--- config.mk ---
export PLATFORM = sky130hd
export DESIGN_NAME = muldiv_ctrl
export DESIGN_NICKNAME = d
export VERILOG_FILES = /design/src/rtl/muldiv_ctrl.sv
export SDC_FILE = /design/constraint.sdc
export NUM_CORES = 1
export LEC_CHECK = 0
export CAP_MARGIN = 20
export CORE_UTILIZATION = 47
export CTS_CLUSTER_DIAMETER = 120
export CTS_CLUSTER_SIZE = 28
export DETAILED_ROUTE_END_ITERATION = 8
export HOLD_SLACK_MARGIN = 0.15
export PLACE_DENSITY = 0.83
export SYNTH_ARGS = -nofsm -noshare
export SYNTH_HDL_FRONTEND = slang
export SYNTH_SLANG_ARGS = --single-unit
--- constraint.sdc ---
create_clock -name clk -period 3.06 [get_ports clk]
set_input_delay 0.612 -clock clk [delete_from_list [all_inputs] [get_ports clk]]
set_output_delay 0.612 -clock clk [all_outputs]
set_load 0.02 [all_outputs]
--- src/rtl/muldiv_ctrl.sv ---
// Sequencer for the shared iterative multiply/divide units: operand magnitudes, init pulse,
// fixed-latency wait, sign correction and HI/LO ownership. Optional abort input: `MULDIV_ABORT_EN.
module muldiv_ctrl #(
  parameter int MULT_CYCLES = 33,
  parameter int DIV_CYCLES  = 33
) (
  input  logic        clk,
  input  logic        reset,
  input  logic        op_start,
  input  logic [1:0]  op_sel,
  input  logic [31:0] value_A,
  input  logic [31:0] value_B,
  input  logic        mthi,
  input  logic        mtlo,
  input  logic [31:0] wr_data,
`ifdef MULDIV_ABORT_EN
  input  logic        abort,
`endif
  output logic        mult_init,
  output logic        div_init,
  output logic [31:0] unit_A,
  output logic [31:0] unit_B,
  input  logic [31:0] mult_hi,
  input  logic [31:0] mult_lo,
  input  logic [31:0] div_q,
  input  logic [31:0] div_r,
  output logic        busy,
  output logic        done,
  output logic        div_zero,
  output logic [31:0] hi,
  output logic [31:0] lo
);

  localparam int MAXC = (MULT_CYCLES > DIV_CYCLES) ? MULT_CYCLES : DIV_CYCLES;
  localparam int CW   = $clog2(MAXC + 1);

  typedef enum logic [1:0] {IDLE, LAUNCH, WAIT, FIXUP} state_t;

  state_t        state_reg, state_next;
  logic [CW-1:0] cnt_reg, cnt_next;
  logic          div_reg, div_next;
  logic          sign_a_reg, sign_a_next;
  logic          sign_b_reg, sign_b_next;
  logic [31:0]   hi_reg, hi_next;
  logic [31:0]   lo_reg, lo_next;
  logic [31:0]   ua_reg, ua_next;
  logic [31:0]   ub_reg, ub_next;
  logic          busy_reg, busy_next;
  logic          done_reg, done_next;
  logic          dz_reg, dz_next;
  logic          mi_reg, mi_next;
  logic          di_reg, di_next;

  logic          sa_in, sb_in;
  logic [63:0]   prod;

  // Unsigned ops (op_sel[0]=1) are treated as having positive operands throughout.
  assign sa_in = ~op_sel[0] & value_A[31];
  assign sb_in = ~op_sel[0] & value_B[31];
  assign prod  = {mult_hi, mult_lo};

  always_comb begin
    state_next  = state_reg;
    cnt_next    = cnt_reg;
    div_next    = div_reg;
    sign_a_next = sign_a_reg;
    sign_b_next = sign_b_reg;
    hi_next     = hi_reg;
    lo_next     = lo_reg;
    ua_next     = ua_reg;
    ub_next     = ub_reg;
    done_next   = 1'b0;
    dz_next     = 1'b0;
    mi_next     = 1'b0;
    di_next     = 1'b0;

    case (state_reg)
      IDLE: begin
        if (mthi) hi_next = wr_data;
        if (mtlo) lo_next = wr_data;
        if (op_start) begin
          if (op_sel[1] && (value_B == 32'd0)) begin
            done_next = 1'b1;
            dz_next   = 1'b1;
          end else begin
            div_next    = op_sel[1];
            sign_a_next = sa_in;
            sign_b_next = sb_in;
            ua_next     = sa_in ? (~value_A + 32'd1) : value_A;
            ub_next     = sb_in ? (~value_B + 32'd1) : value_B;
            mi_next     = ~op_sel[1];
            di_next     = op_sel[1];
            state_next  = LAUNCH;
          end
        end
      end
      LAUNCH: begin
        cnt_next   = div_reg ? CW'(DIV_CYCLES - 1) : CW'(MULT_CYCLES - 1);
        state_next = WAIT;
      end
      WAIT: begin
        if (cnt_reg == '0) state_next = FIXUP;
        else               cnt_next   = cnt_reg - 1'b1;
      end
      FIXUP: begin
        if (div_reg) begin
          lo_next = (sign_a_reg ^ sign_b_reg) ? (~div_q + 32'd1) : div_q;
          hi_next = sign_a_reg ? (~div_r + 32'd1) : div_r;
        end else if (sign_a_reg ^ sign_b_reg) begin
          {hi_next, lo_next} = ~prod + 64'd1;
        end else begin
          {hi_next, lo_next} = prod;
        end
        done_next  = 1'b1;
        state_next = IDLE;
      end
      default: state_next = IDLE;
    endcase

`ifdef MULDIV_ABORT_EN
    // Flush: discard the in-flight result entirely.
    if (abort && (state_reg != IDLE)) begin
      state_next = IDLE;
      hi_next    = hi_reg;
      lo_next    = lo_reg;
      done_next  = 1'b0;
    end
`endif

    busy_next = (state_next != IDLE);
  end

  always_ff @(posedge clk) begin
    if (reset) begin
      state_reg  <= IDLE;
      cnt_reg    <= '0;
      div_reg    <= 1'b0;
      sign_a_reg <= 1'b0;
      sign_b_reg <= 1'b0;
      hi_reg     <= '0;
      lo_reg     <= '0;
      ua_reg     <= '0;
      ub_reg     <= '0;
      busy_reg   <= 1'b0;
      done_reg   <= 1'b0;
      dz_reg     <= 1'b0;
      mi_reg     <= 1'b0;
      di_reg     <= 1'b0;
    end else begin
      state_reg  <= state_next;
      cnt_reg    <= cnt_next;
      div_reg    <= div_next;
      sign_a_reg <= sign_a_next;
      sign_b_reg <= sign_b_next;
      hi_reg     <= hi_next;
      lo_reg     <= lo_next;
      ua_reg     <= ua_next;
      ub_reg     <= ub_next;
      busy_reg   <= busy_next;
      done_reg   <= done_next;
      dz_reg     <= dz_next;
      mi_reg     <= mi_next;
      di_reg     <= di_next;
    end
  end

`ifdef MULDIV_ABORT_EN
  assign mult_init = mi_reg & ~abort;
  assign div_init  = di_reg & ~abort;
`else
  assign mult_init = mi_reg;
  assign div_init  = di_reg;
`endif
  assign unit_A   = ua_reg;
  assign unit_B   = ub_reg;
  assign busy     = busy_reg;
  assign done     = done_reg;
  assign div_zero = dz_reg;
  assign hi       = hi_reg;
  assign lo       = lo_reg;

endmodule

==> results.py, run 1 <==
metrics = {
    "outcome": {
        "outcome": "finished clean",
    },
    "setup_path": {
        "worst_setup_path_start_kind": "input port",
        "endpoint_kind": "register",
        "r2r_slack_ps": 500,
        "critPathBufInv": 2,
        "critical_path_class": "input port to register",
        "rr_worst_depth": 7,
        "slowest_delay_ps": 550,
        "cpLargestDelayFamily": "simple AND/OR/NAND/NOR gates",
        "worstPathArrival_ps": 3270,
        "required_ps": 3430,
        "worstPathCellList": "clkdlybuf4s50_1 > or4_4 > nor4b_2 > nand3_1 > nor4b_4 > o21a_2 > buf_4 > a22o_1",
        "cp.depth": 8,
        "timing.rr.start": "state_reg[0]$_SDFF_PP0_",
        "cp_max_fo": 16,
        "crit_end": "unit_B[11]$_SDFFE_PP0P_",
        "critical_path.slowest_cell": "or4_4",
        "rr_endpoint": "hi[15]$_SDFFE_PP0P_",
        "crit_start": "value_B[12]",
    },
    "placed_design": {
        "dp_hpwl_mm": 36.1,
        "port_buffers": 363,
        "place_congestion": 1.02,
        "dpl_cell_area_mm2": 0.0156,
    },
    "yosys": {
        "synthAdderAreaFrac": 0.0119,
        "synth_top_family_by_area": "compound AO/OA/AOI/OAI gates",
        "synth-simple-area-share": 0.242,
        "synth_warnings": 0,
        "synth_compound_area_frac": 0.277,
        "synth_ff_type": "dfxtp_1",
        "syn_nets": 1559,
        "muxShareOfSynthArea": 0.0177,
        "yosys.cell_types.count": 70,
        "ys_seq_area_frac": 0.275,
        "ys_seq_elements": 144,
        "synthesis.area_mm2": 0.0105,
        "syn_inst": 1318,
        "avgSynthCellArea_um2": 7.96,
        "synth_edf_count": 0,
        "synth-async-reset-ratio": 0,
        "synth_xor_xnor_area_share": 0.133,
    },
    "sta": {
        "fmax_ghz": 0.345,
        "hold_viol": 0,
        "holdWs_ps": 448,
        "finalMaxSlewViolations": 0,
        "min_period_ps": 2900,
        "relSlewSlack": 0.374,
        "rsz0062_at_grt": "false",
        "setup_violations": 0,
        "final.period_utilization": 0.947,
        "skew_ps": 13.0,
        "worst_pin_slew_ps": 936,
    },
    "pwr": {
        "powerDensity_mw_per_mm2": 620,
        "max-vdd-ir-drop_mv": 0.388,
        "leakage_nw": 5.96,
    },
    "grt": {
        "grt_usage": 0.392,
        "grt_pass1_wl_mm": 67.8,
        "antenna_found_initial": 2,
        "grt_max_degree": 57,
        "grt_pass1_vias": 12300,
        "globalRouteOverflowTotal": 0,
    },
    "cts": {
        "clk_path_buf_depth": 2,
        "cts_buffers": 17,
        "h-tree-depth": 4,
        "cts-root-buf": "clkbuf_16",
        "clkSinkCount": 144,
        "cts_tree": "done",
        "ctsHoldBuffers": 0,
        "clk_latency_ps": 430,
        "clk_pin_slew_ps": 70,
        "post_cts_buffers": 0,
    },
    "floorplanning": {
        "die_h_um": 151,
        "die_w_um": 151,
        "core_mm2": 0.0218,
        "start_util": 0.481,
        "die-area_mm2": 0.0229,
        "io_pins": 364,
        "rows": 54,
    },
    "drt": {
        "ant_nets": 0,
        "first_pass_iters": 8,
        "drt_iter0_drc": 1030,
        "vias_per_cell": 6.23,
        "via_count": 13100,
        "routed_wl_mm": 46.4,
        "drc": 0,
        "wl_per_cell_um": 22.1,
    },
    "cells_and_area": {
        "area_delta_synth_final_pct": 54.8,
        "drive_gt1_frac": 0.145,
        "fin_area_mm2": 0.0162,
        "finalNetCount": 2047,
        "layout_commonest_cell": "clkdlybuf4s50_1",
        "fin_util": 0.744,
        "mostFrequentLayoutCells": "clkdlybuf4s50_1, buf_4, dfxtp_1",
    },
    "flow_run": {
        "maxCapViolCount": 0,
    },
    "worst_hold_path": {
        "hp-class": "register to register",
    },
}
worst min-delay path by stage:
| stage | from | to | slack, ps | cells past startpoint |
|---|---|---|---|---|
| after floorplan | cnt_reg[0]$_SDFFE_PP0P_ | cnt_reg[0]$_SDFFE_PP0P_ | 450 | 1 |
| after detailed placement | lo[29]$_SDFFE_PP0P_ | lo[29]$_SDFFE_PP0P_ | 440 | 2 |
| after global routing | lo[29]$_SDFFE_PP0P_ | lo[29]$_SDFFE_PP0P_ | 470 | 2 |
| after global placement | lo[25]$_SDFFE_PP0P_ | lo[25]$_SDFFE_PP0P_ | 440 | 1 |
| final | lo[29]$_SDFFE_PP0P_ | lo[29]$_SDFFE_PP0P_ | 450 | 2 |
| after CTS | lo[29]$_SDFFE_PP0P_ | lo[29]$_SDFFE_PP0P_ | 450 | 2 |
cell type report:
| cell class | instances | area, µm² |
|---|---|---|
| multi-input combinational | 1062 | 7200 |
| fill | 1699 | 5580 |
| clock buffer | 19 | 443 |
| timing repair buffer | 552 | 5120 |
| clock inverter | 13 | 130 |
| sequential | 144 | 2880 |
| antenna | 3 | 7.51 |
| tap | 280 | 350 |
| inverter | 29 | 109 |
metal layers:
metal	track usage	up-vias	share of wire
met4	0.209	0	0.051
met5	0	-	0
met3	0.0780	154	0.11
met2	0.671	871	0.48
met1	0.458	6101	0.37
li1	-	5979	-
cells by family after synthesis:
group                    Yosys count
flip-flops                       144
XOR/XNOR                         159
AND/OR/NAND/NOR                  464
adder cells (fa/ha/maj)           10
buffers and inverters            112
AO/OA/AOI/OAI                    412
multiplexers                      17
synthesized netlist by cell type, types with 5 or more instances:
library cell	n	area, µm²
a211oi_1	8	60.1
a21oi_1	85	425
a221oi_1	9	78.8
a22o_1	65	569
a311oi_1	8	70.1
a31oi_1	20	125
and2_1	7	43.8
buf_1	7	26.3
buf_2	9	45.0
clkbuf_1	61	229
dfxtp_1	144	2880
ha_1	10	125
inv_1	29	109
mux2i_1	14	140
nand2_1	69	259
nand2b_1	25	156
nand3_1	20	100
nand4_1	11	68.8
nor2_1	113	424
nor2b_1	10	62.6
nor3_1	68	340
nor3b_1	21	158
nor4_1	29	181
o211ai_1	9	67.6
o21ai_0	62	310
o221ai_1	15	131
o22ai_1	17	106
o2bb2ai_1	5	43.8
o31ai_1	40	300
o41ai_1	27	236
or2_2	11	68.8
or3_1	24	150
or4_1	25	188
xnor2_1	93	815
xor2_1	66	578
through the flow:
| stage | worst slack (ps) | total power [mW] | setup TNS, ps | cells |
|---|---|---|---|---|
| CTS | 199 | 9.96 | 0 | 2098 |
| floorplan | 229 | 5.49 | 0 | 1318 |
| finish | 163 | 10.1 | 0 | 2102 |
| global route | 52.2 | 10.5 | 0 | 2101 |
| detailed placement | -224 | 7.87 | -15430 | 2066 |
| global placement | -233 | 7.79 | -8450 | 2066 |
where the power goes:
| group | switching [mW] | internal (mW) | leakage, nW |
|---|---|---|---|
| sequential | 0.393 | 2.41 | 1.18 |
| clock | 0.927 | 1.16 | 0.278 |
| combinational | 2.85 | 2.32 | 4.50 |
| total | 4.17 | 5.90 | 5.96 |
worst min-delay path, delay by kind of cell (launching register included):
kind	cells	cell delay, ps
simple gates	2	90
flops	1	310
timing repair:
action	CTS	global route
endpoints found under the hold margin	0	0
resized for setup	0	1
endpoints found under the setup margin	0	1
(Power assumes the default switching activity.)
==> run 2: changes to the inputs <==
--- a/config.mk
+++ b/config.mk
@@ -12,6 +12,7 @@
 export DETAILED_ROUTE_END_ITERATION = 8
 export HOLD_SLACK_MARGIN = 0.15
 export PLACE_DENSITY = 0.83
+export SETUP_SLACK_MARGIN = 0.02
 export SYNTH_ARGS = -nofsm -noshare
 export SYNTH_HDL_FRONTEND = slang
 export SYNTH_SLANG_ARGS = --single-unit
==> results of run 2 <==
The final DEF is identical to that of run 1; final timing and power are the same.
